==> config.mk <==
export PLATFORM = sky130hd
export DESIGN_NAME = nios_system_avalon_st_upsize_adapter_flat
export DESIGN_NICKNAME = d
export VERILOG_FILES = /design/src/rtl/avalon_st_dfa_pkg.sv /design/src/rtl/nios_system_avalon_st_upsize_adapter_if.sv /design/src/rtl/avalon_st_dfa_out_reg.sv /design/src/rtl/nios_system_avalon_st_upsize_adapter.sv /design/src/flat_wrapper.sv
export SDC_FILE = /design/constraint.sdc
export NUM_CORES = 1
export LEC_CHECK = 0
export ABC_CLOCK_PERIOD_IN_PS = 1690
export BUFFER_PORTS_ARGS = -buffer_cell sky130_fd_sc_hd__buf_2
export CAP_MARGIN = 30
export CORE_UTILIZATION = 50
export DETAILED_ROUTE_END_ITERATION = 16
export PLACE_DENSITY = 0.72
export SYNTH_ARGS = -nofsm -noshare
export SYNTH_HDL_FRONTEND = slang
export SYNTH_HIERARCHICAL = 1
export SYNTH_SLANG_ARGS = --single-unit
==> constraint.sdc <==
create_clock -name clk -period 1.69 [get_ports clk]
set_input_delay 0 -clock clk [delete_from_list [all_inputs] [get_ports clk]]
set_output_delay 0 -clock clk [all_outputs]
set_load 0.005 [all_outputs]
==> src/rtl/avalon_st_dfa_pkg.sv <==
// Shared helpers for the Avalon-ST data format adapters: width derivation and
// the beat-completion decode used by the accumulator slot counter.
package avalon_st_dfa_pkg;

  function automatic int clog2(input int v);
    int r;
    r = 0;
    for (int i = 0; i < 31; i++) begin
      if ((1 << i) < v) r = i + 1;
    end
    return r;
  endfunction

  // Widths that must never collapse to zero bits, e.g. a counter when R==1.
  function automatic int max1_clog2(input int v);
    return (clog2(v) < 1) ? 1 : clog2(v);
  endfunction

  typedef enum logic [1:0] {
    BEAT_IDLE,
    BEAT_FILL,
    BEAT_DONE
  } beat_e;

endpackage

==> src/rtl/nios_system_avalon_st_upsize_adapter_if.sv <==
// Narrow-in / wide-out Avalon-ST stream pair for the upsize adapter.
// in_empty exists only when DFA_IN_EMPTY_EN is defined.
interface nios_system_avalon_st_upsize_adapter_if #(
  parameter int SYMBOL_W    = 8,
  parameter int IN_SYMBOLS  = 1,
  parameter int OUT_SYMBOLS = 4,
  parameter int CHANNEL_W   = 2,
  parameter int ERROR_W     = 6
) ();
  import avalon_st_dfa_pkg::*;

  localparam int IN_W       = SYMBOL_W * IN_SYMBOLS;
  localparam int OUT_W      = SYMBOL_W * OUT_SYMBOLS;
  localparam int EMPTY_W    = max1_clog2(OUT_SYMBOLS);
  localparam int IN_EMPTY_W = max1_clog2(IN_SYMBOLS);

  logic                 in_ready;
  logic                 in_valid;
  logic [IN_W-1:0]      in_data;
  logic [CHANNEL_W-1:0] in_channel;
  logic [ERROR_W-1:0]   in_error;
  logic                 in_startofpacket;
  logic                 in_endofpacket;
`ifdef DFA_IN_EMPTY_EN
  logic [IN_EMPTY_W-1:0] in_empty;
`endif
  logic                 out_ready;
  logic                 out_valid;
  logic [OUT_W-1:0]     out_data;
  logic [CHANNEL_W-1:0] out_channel;
  logic [ERROR_W-1:0]   out_error;
  logic                 out_startofpacket;
  logic                 out_endofpacket;
  logic [EMPTY_W-1:0]   out_empty;

  modport slave (
    output in_ready,
    input  in_valid, in_data, in_channel, in_error, in_startofpacket, in_endofpacket,
`ifdef DFA_IN_EMPTY_EN
    input  in_empty,
`endif
    input  out_ready,
    output out_valid, out_data, out_channel, out_error, out_startofpacket,
    output out_endofpacket, out_empty
  );

  modport master (
    input  in_ready,
    output in_valid, in_data, in_channel, in_error, in_startofpacket, in_endofpacket,
`ifdef DFA_IN_EMPTY_EN
    output in_empty,
`endif
    output out_ready,
    input  out_valid, out_data, out_channel, out_error, out_startofpacket,
    input  out_endofpacket, out_empty
  );

endinterface

==> src/rtl/avalon_st_dfa_out_reg.sv <==
// Single registered output stage with valid/ready hold; payload width is generic
// so the same stage serves both the upsize and downsize adapters.
module avalon_st_dfa_out_reg #(
  parameter int W = 8
) (
  input  logic         clk,
  input  logic         rst,
  input  logic         load,
  input  logic [W-1:0] load_data,
  input  logic         out_ready,
  output logic         out_valid,
  output logic [W-1:0] out_data,
  output logic         in_ready
);

  logic         valid_q, valid_d;
  logic [W-1:0] data_q, data_d;

  always_comb begin
    in_ready = !valid_q || out_ready;
    valid_d  = valid_q;
    data_d   = data_q;
    // load only occurs when in_ready is high, so a held beat is never overwritten
    if (load) begin
      valid_d = 1'b1;
      data_d  = load_data;
    end else if (valid_q && out_ready) begin
      valid_d = 1'b0;
      data_d  = '0;
    end
  end

  always_ff @(posedge clk or posedge rst) begin
    if (rst) begin
      valid_q <= 1'b0;
      data_q  <= '0;
    end else begin
      valid_q <= valid_d;
      data_q  <= data_d;
    end
  end

  assign out_valid = valid_q;
  assign out_data  = data_q;

endmodule

==> src/rtl/nios_system_avalon_st_upsize_adapter.sv <==
// Avalon-ST upsize adapter: packs R narrow groups into one wide beat with empty,
// channel, error and packet markers. DFA_IN_EMPTY_EN adds the in_empty port.
module nios_system_avalon_st_upsize_adapter
  import avalon_st_dfa_pkg::*;
#(
  parameter int SYMBOL_W    = 8,
  parameter int IN_SYMBOLS  = 1,
  parameter int OUT_SYMBOLS = 4,
  parameter int CHANNEL_W   = 2,
  parameter int ERROR_W     = 6
) (
  input logic clk,
  input logic reset,
  nios_system_avalon_st_upsize_adapter_if.slave st
);

  localparam int IN_W    = SYMBOL_W * IN_SYMBOLS;
  localparam int OUT_W   = SYMBOL_W * OUT_SYMBOLS;
  localparam int R       = OUT_SYMBOLS / IN_SYMBOLS;
  localparam int CNT_W   = max1_clog2(R);
  localparam int EMPTY_W = max1_clog2(OUT_SYMBOLS);
  localparam int PAY_W   = OUT_W + CHANNEL_W + ERROR_W + 2 + EMPTY_W;

  logic [CNT_W-1:0]     cnt_q, cnt_d;
  logic [OUT_W-1:0]     acc_data_q, acc_data_d;
  logic [CHANNEL_W-1:0] acc_channel_q, acc_channel_d;
  logic [ERROR_W-1:0]   acc_error_q, acc_error_d;
  logic                 acc_sop_q, acc_sop_d;

  logic                 in_ready;
  logic                 accept;
  beat_e                beat;
  int                   cnt_i;
  int                   empty_i;
  logic [OUT_W-1:0]     merge_data;
  logic [CHANNEL_W-1:0] merge_channel;
  logic [ERROR_W-1:0]   merge_error;
  logic                 merge_sop;
  logic [PAY_W-1:0]     load_data;
  logic [PAY_W-1:0]     out_payload;

  assign accept = st.in_valid && in_ready;

  always_comb begin
    cnt_i = int'(cnt_q);
    if (!accept) beat = BEAT_IDLE;
    else if (cnt_q == CNT_W'(R - 1) || st.in_endofpacket) beat = BEAT_DONE;
    else beat = BEAT_FILL;

    // slots below cnt come from the accumulator, slot cnt is the live group,
    // anything above is zero so stale data from a previous packet never leaks
    merge_data = '0;
    for (int i = 0; i < R; i++) begin
      if (i < cnt_i)
        merge_data[OUT_W-1-i*IN_W -: IN_W] = acc_data_q[OUT_W-1-i*IN_W -: IN_W];
      else if (i == cnt_i)
        merge_data[OUT_W-1-i*IN_W -: IN_W] = st.in_data;
    end
    merge_channel = (cnt_q == '0) ? st.in_channel : acc_channel_q;
    merge_sop     = (cnt_q == '0) ? st.in_startofpacket : acc_sop_q;
    merge_error   = acc_error_q | st.in_error;

    empty_i = (R - 1 - cnt_i) * IN_SYMBOLS;
`ifdef DFA_IN_EMPTY_EN
    if (st.in_endofpacket) empty_i = empty_i + int'(st.in_empty);
`endif
    load_data = {merge_data, merge_channel, merge_error, merge_sop,
                 st.in_endofpacket, EMPTY_W'(empty_i)};

    cnt_d         = cnt_q;
    acc_data_d    = acc_data_q;
    acc_channel_d = acc_channel_q;
    acc_error_d   = acc_error_q;
    acc_sop_d     = acc_sop_q;
    case (beat)
      BEAT_FILL: begin
        cnt_d         = cnt_q + CNT_W'(1);
        acc_data_d    = merge_data;
        acc_channel_d = merge_channel;
        acc_error_d   = merge_error;
        acc_sop_d     = merge_sop;
      end
      BEAT_DONE: begin
        cnt_d       = '0;
        acc_data_d  = '0;
        acc_error_d = '0;
        acc_sop_d   = 1'b0;
      end
      default: ;
    endcase
  end

  always_ff @(posedge clk or posedge reset) begin
    if (reset) begin
      cnt_q         <= '0;
      acc_data_q    <= '0;
      acc_channel_q <= '0;
      acc_error_q   <= '0;
      acc_sop_q     <= 1'b0;
    end else begin
      cnt_q         <= cnt_d;
      acc_data_q    <= acc_data_d;
      acc_channel_q <= acc_channel_d;
      acc_error_q   <= acc_error_d;
      acc_sop_q     <= acc_sop_d;
    end
  end

  avalon_st_dfa_out_reg #(.W(PAY_W)) u_out_reg (
    .clk       (clk),
    .rst       (reset),
    .load      (beat == BEAT_DONE),
    .load_data (load_data),
    .out_ready (st.out_ready),
    .out_valid (st.out_valid),
    .out_data  (out_payload),
    .in_ready  (in_ready)
  );

  assign st.in_ready = in_ready;
  assign {st.out_data, st.out_channel, st.out_error, st.out_startofpacket,
          st.out_endofpacket, st.out_empty} = out_payload;

endmodule

==> src/flat_wrapper.sv <==
// flat-port wrapper written by rule: the top's interface ports become plain ports
module nios_system_avalon_st_upsize_adapter_flat import avalon_st_dfa_pkg::*;
#(
  parameter int SYMBOL_W    = 8,
  parameter int IN_SYMBOLS  = 1,
  parameter int OUT_SYMBOLS = 4,
  parameter int CHANNEL_W   = 2,
  parameter int ERROR_W     = 6
)
  (clk, reset, st_in_ready, st_in_valid, st_in_data, st_in_channel, st_in_error, st_in_startofpacket, st_in_endofpacket, st_out_ready, st_out_valid, st_out_data, st_out_channel, st_out_error, st_out_startofpacket, st_out_endofpacket, st_out_empty);
  nios_system_avalon_st_upsize_adapter_if #(.SYMBOL_W(SYMBOL_W), .IN_SYMBOLS(IN_SYMBOLS), .OUT_SYMBOLS(OUT_SYMBOLS), .CHANNEL_W(CHANNEL_W), .ERROR_W(ERROR_W)) st_i ();
  input logic clk;
  input logic reset;
  output wire logic [$bits(st_i.in_ready)-1:0] st_in_ready;
  input wire logic [$bits(st_i.in_valid)-1:0] st_in_valid;
  input wire logic [$bits(st_i.in_data)-1:0] st_in_data;
  input wire logic [$bits(st_i.in_channel)-1:0] st_in_channel;
  input wire logic [$bits(st_i.in_error)-1:0] st_in_error;
  input wire logic [$bits(st_i.in_startofpacket)-1:0] st_in_startofpacket;
  input wire logic [$bits(st_i.in_endofpacket)-1:0] st_in_endofpacket;
  input wire logic [$bits(st_i.out_ready)-1:0] st_out_ready;
  output wire logic [$bits(st_i.out_valid)-1:0] st_out_valid;
  output wire logic [$bits(st_i.out_data)-1:0] st_out_data;
  output wire logic [$bits(st_i.out_channel)-1:0] st_out_channel;
  output wire logic [$bits(st_i.out_error)-1:0] st_out_error;
  output wire logic [$bits(st_i.out_startofpacket)-1:0] st_out_startofpacket;
  output wire logic [$bits(st_i.out_endofpacket)-1:0] st_out_endofpacket;
  output wire logic [$bits(st_i.out_empty)-1:0] st_out_empty;
  assign st_in_ready = st_i.in_ready;
  assign st_i.in_valid = st_in_valid;
  assign st_i.in_data = st_in_data;
  assign st_i.in_channel = st_in_channel;
  assign st_i.in_error = st_in_error;
  assign st_i.in_startofpacket = st_in_startofpacket;
  assign st_i.in_endofpacket = st_in_endofpacket;
  assign st_i.out_ready = st_out_ready;
  assign st_out_valid = st_i.out_valid;
  assign st_out_data = st_i.out_data;
  assign st_out_channel = st_i.out_channel;
  assign st_out_error = st_i.out_error;
  assign st_out_startofpacket = st_i.out_startofpacket;
  assign st_out_endofpacket = st_i.out_endofpacket;
  assign st_out_empty = st_i.out_empty;
  nios_system_avalon_st_upsize_adapter #(.SYMBOL_W(SYMBOL_W), .IN_SYMBOLS(IN_SYMBOLS), .OUT_SYMBOLS(OUT_SYMBOLS), .CHANNEL_W(CHANNEL_W), .ERROR_W(ERROR_W)) u_core (.clk(clk), .reset(reset), .st(st_i));
endmodule
==> results.md <==
* Status: finished clean
* WL final at 8140 um
* Worst slew pin tran at 0.471 ns
* Synthesized area per cell at 11.4 um^2
* Initial antenna violation count at 0
* Slowest CP cell: dfrtp_2
* First-pass GRT wire length at 13,100 um
* Skew-Pair Late Insertion Delay at 0.35 ns
* Final Skew at 0.00989 ns
* Worst setup EP type: flop
* PwrDens at 1180 nW/um^2
* Fin. Hold Viols at 0
* DP Wirelength at 5360 um
* Dominant cells by area after synthesis: dfrtp_1 (54%), a22o_1 (17%), nor2b_1 (7.3%)
* Max Fanout on Critical Path at 11
* Die W at 88.0 um
* Hold Path Class: input port to flop
* Leak at 2.24 nW
* Max Freq at 625 MHz
* Die area at 7740 um^2
* Synth unique cells at 22
* Vias in the first global route at 2,546
* CP startpoint kind: flop
* P_int at 0.00381 W
* Total Power at 0.00527 W
* Worst Slack Setup Final at 0.0910 ns
* Critical Path RT at 1.92 ns
* Synthesized net count at 351
* Main synth FF type: dfrtp_1
* Clk buf depth at 2
* Io pins at 68
* Vias per Instance at 5.45
* Peak supply drop at 0.724 mV
* Grt total ovfl at 0
* Sequential fraction of the synthesis area at 54.1%
* DR WL/cell at 16.3 um
* Iter 0 DRT Violations at 151
* Period utilization at 94.6%
* Register Area at 2000 um^2
* Clock Power Share at 31.1%
* Num rows at 30
* Crit path DAT at 1.83 ns
* Ys async rst share at 100%
* WS Path Type: flop to flop
* Pre-CTS setup slack at 0.0609 ns
* Number of remaining DRC errors at 0
* Footprint of the multi-input gates at 1530 um^2
* Psw at 0.00146 W
* Final setup viols at 0
* Routed vias at 2,721
* Cell count after synthesis at 325
* Initial Util at 53.0%
* Final Max Slew Viols at 0
* Sequential Power Share at 44.8%
* Worst path most repeated cell: mux2_2
* Largest net degree at the start of global routing at 45
* Clock sinks at 80
* Number of flops mapped to enable cells by yosys at 0
* ANT nets after route at 0
* Largest stage delay on the critical path at 0.45 ns
* IO buf count at 67
* Top cells by count, synth: dfrtp_1 (80), a22o_1 (70), nor2b_1 (43)
* CP Cell Sequence: inv_1 > ha_4 > mux2_2 > mux2_2
* Yosys reg bits at 80
* TNS Setup at 0 ns
* Yosys top cell by area: dfrtp_1
* Synth top area share at 54.1%
* Antenna Diode Count at 0
* Relative slew margins at 68.6%
* Synthesized cell area at 3700 um^2
* Die height at 88.0 um
* Share of layout cells above drive strength 1 at 31.3%
* RSZ-0062 raised after global routing: false
* Fill cells at 570
* CTS Buf Count at 9
* Worst-path clk slew at 0.08 ns
* Final net count at 424
* Switch share at 27.7%
* Cell with the most instances after synthesis: dfrtp_1
* CTS tree: done
* Max_cap viols at 0
* Yosys Warn Count at 6
* Worst Path Buf+Inv at 1
* Core Area at 6980 um^2
* CP top delay family: multiplexers
* Total GRT Usage at 22.6%
* Logic gate share of total power at 24.1%
* H-tree Lvls at 3
* Area delta synth->final at 20.9%
* Post-layout min period at 1.60 ns
* Drt pass-1 iters at 4
* Root Buffer: clkbuf_8
* Gpl congestion at 0.722
[sequential cells by signal, indices dropped and copies added (netlist names)]
signal / count
u_core/acc_channel_q: 2
u_core/u_out_reg/out_valid: 1
u_core/u_out_reg/out_data: 44
u_core/acc_sop_q: 1
u_core/acc_data_q: 24
u_core/cnt_q: 2
u_core/acc_error_q: 6
[layer usage]
metal	GRT usage, %	routed length (um)	vias to the layer above
met1	33.3	3710	1331
met5	0	0	-
met2	33.9	3850	92
met4	8.94	135	0
met3	3.20	443	11
li1	-	-	1287
[power by group through the flow]
stage	registers, W	logic (W)	clock network (W)
after floorplan	0.00238	0.000878	0
after global placement	0.00238	0.00122	0
after detailed placement	0.00239	0.00125	0
after CTS	0.00236	0.00128	0.00167
after global routing	0.00240	0.00140	0.00175
final	0.00236	0.00127	0.00164
[worst reg2reg max path, stage by stage, from the launching register on]
cell	delay, ns
dfrtp_2	0.45
inv_1	0.16
ha_4	0.25
mux2_2	0.37
mux2_2	0.27
[kinds of logic (layout without fill, tap and decap cells)]
| group | after synthesis | in the layout | share of synthesized area [%] |
|---|---|---|---|
| mux | 13 | 13 | 3.96 |
| fa+ha+maj | 4 | 4 | 1.35 |
| buf+inv | 30 | 108 | 5.21 |
| compound gates | 93 | 93 | 20.1 |
| flops | 80 | 80 | 54.1 |
| simple gates | 105 | 105 | 15.3 |
[layout by cell type, fill, tap and decap left out, drive strengths merged]
cell type     n
and2b         1
clkinvlp      2
a22o         70
nand2b        2
inv           4
a21boi        6
mux2         13
dfrtp        80
nor2b        43
o21ai        17
nand2        41
and2          8
nor3          1
or2           6
bufinv        2
clkbuf       12
ha            4
buf          80
nor2          2
nand3         1
dlygate4sd3   8
[per-stage QoR]
step	utilization [%]	instance area (um^2)	hold WS, ns	instances
finish	64.1	4470	0.0365	499
CTS	63.9	4460	0.0189	499
floorplan	-	3740	0.146	325
global placement	59.4	4140	0.0452	475
global route	64.1	4470	0.0515	499
detailed placement	59.4	4140	0.0508	475
[layout make-up]
type,count,area share [%]
clock buffer,12,3.69
clock inverter,4,1.68
inverter,4,0.336
multi-input combinational,215,34.2
sequential,80,44.8
tap,96,2.69
timing repair buffer,88,12.6
[path summary, 6_finish.rpt]
| path | start | slack, ns | depth (start not counted) | end |
|---|---|---|---|---|
| max | u_core/cnt_q[0] | 0.09 | 4 | u_core/acc_channel_q[1] |
| max in group asynchronous | reset | 0.97 | 4 | u_core/u_out_reg/out_data[18] |
| max reg2reg | u_core/cnt_q[0] | 0.09 | 4 | u_core/acc_channel_q[1] |
| min reg2reg | u_core/acc_data_q[26] | 0.51 | 1 | u_core/acc_data_q[26] |
| min in group asynchronous | reset | 0.22 | 3 | u_core/u_out_reg/out_data[42] |
| min | st_in_channel[1] | 0.04 | 3 | u_core/u_out_reg/out_data[11] |
[repair_timing]
action,CTS,global route
setup buffers,0,0
resized for setup,0,4
endpoints found under the hold margin,61,0
hold buffers,8,0
setup endpoints to repair,0,41
Note: power is estimated with default switching activity, not from simulation.
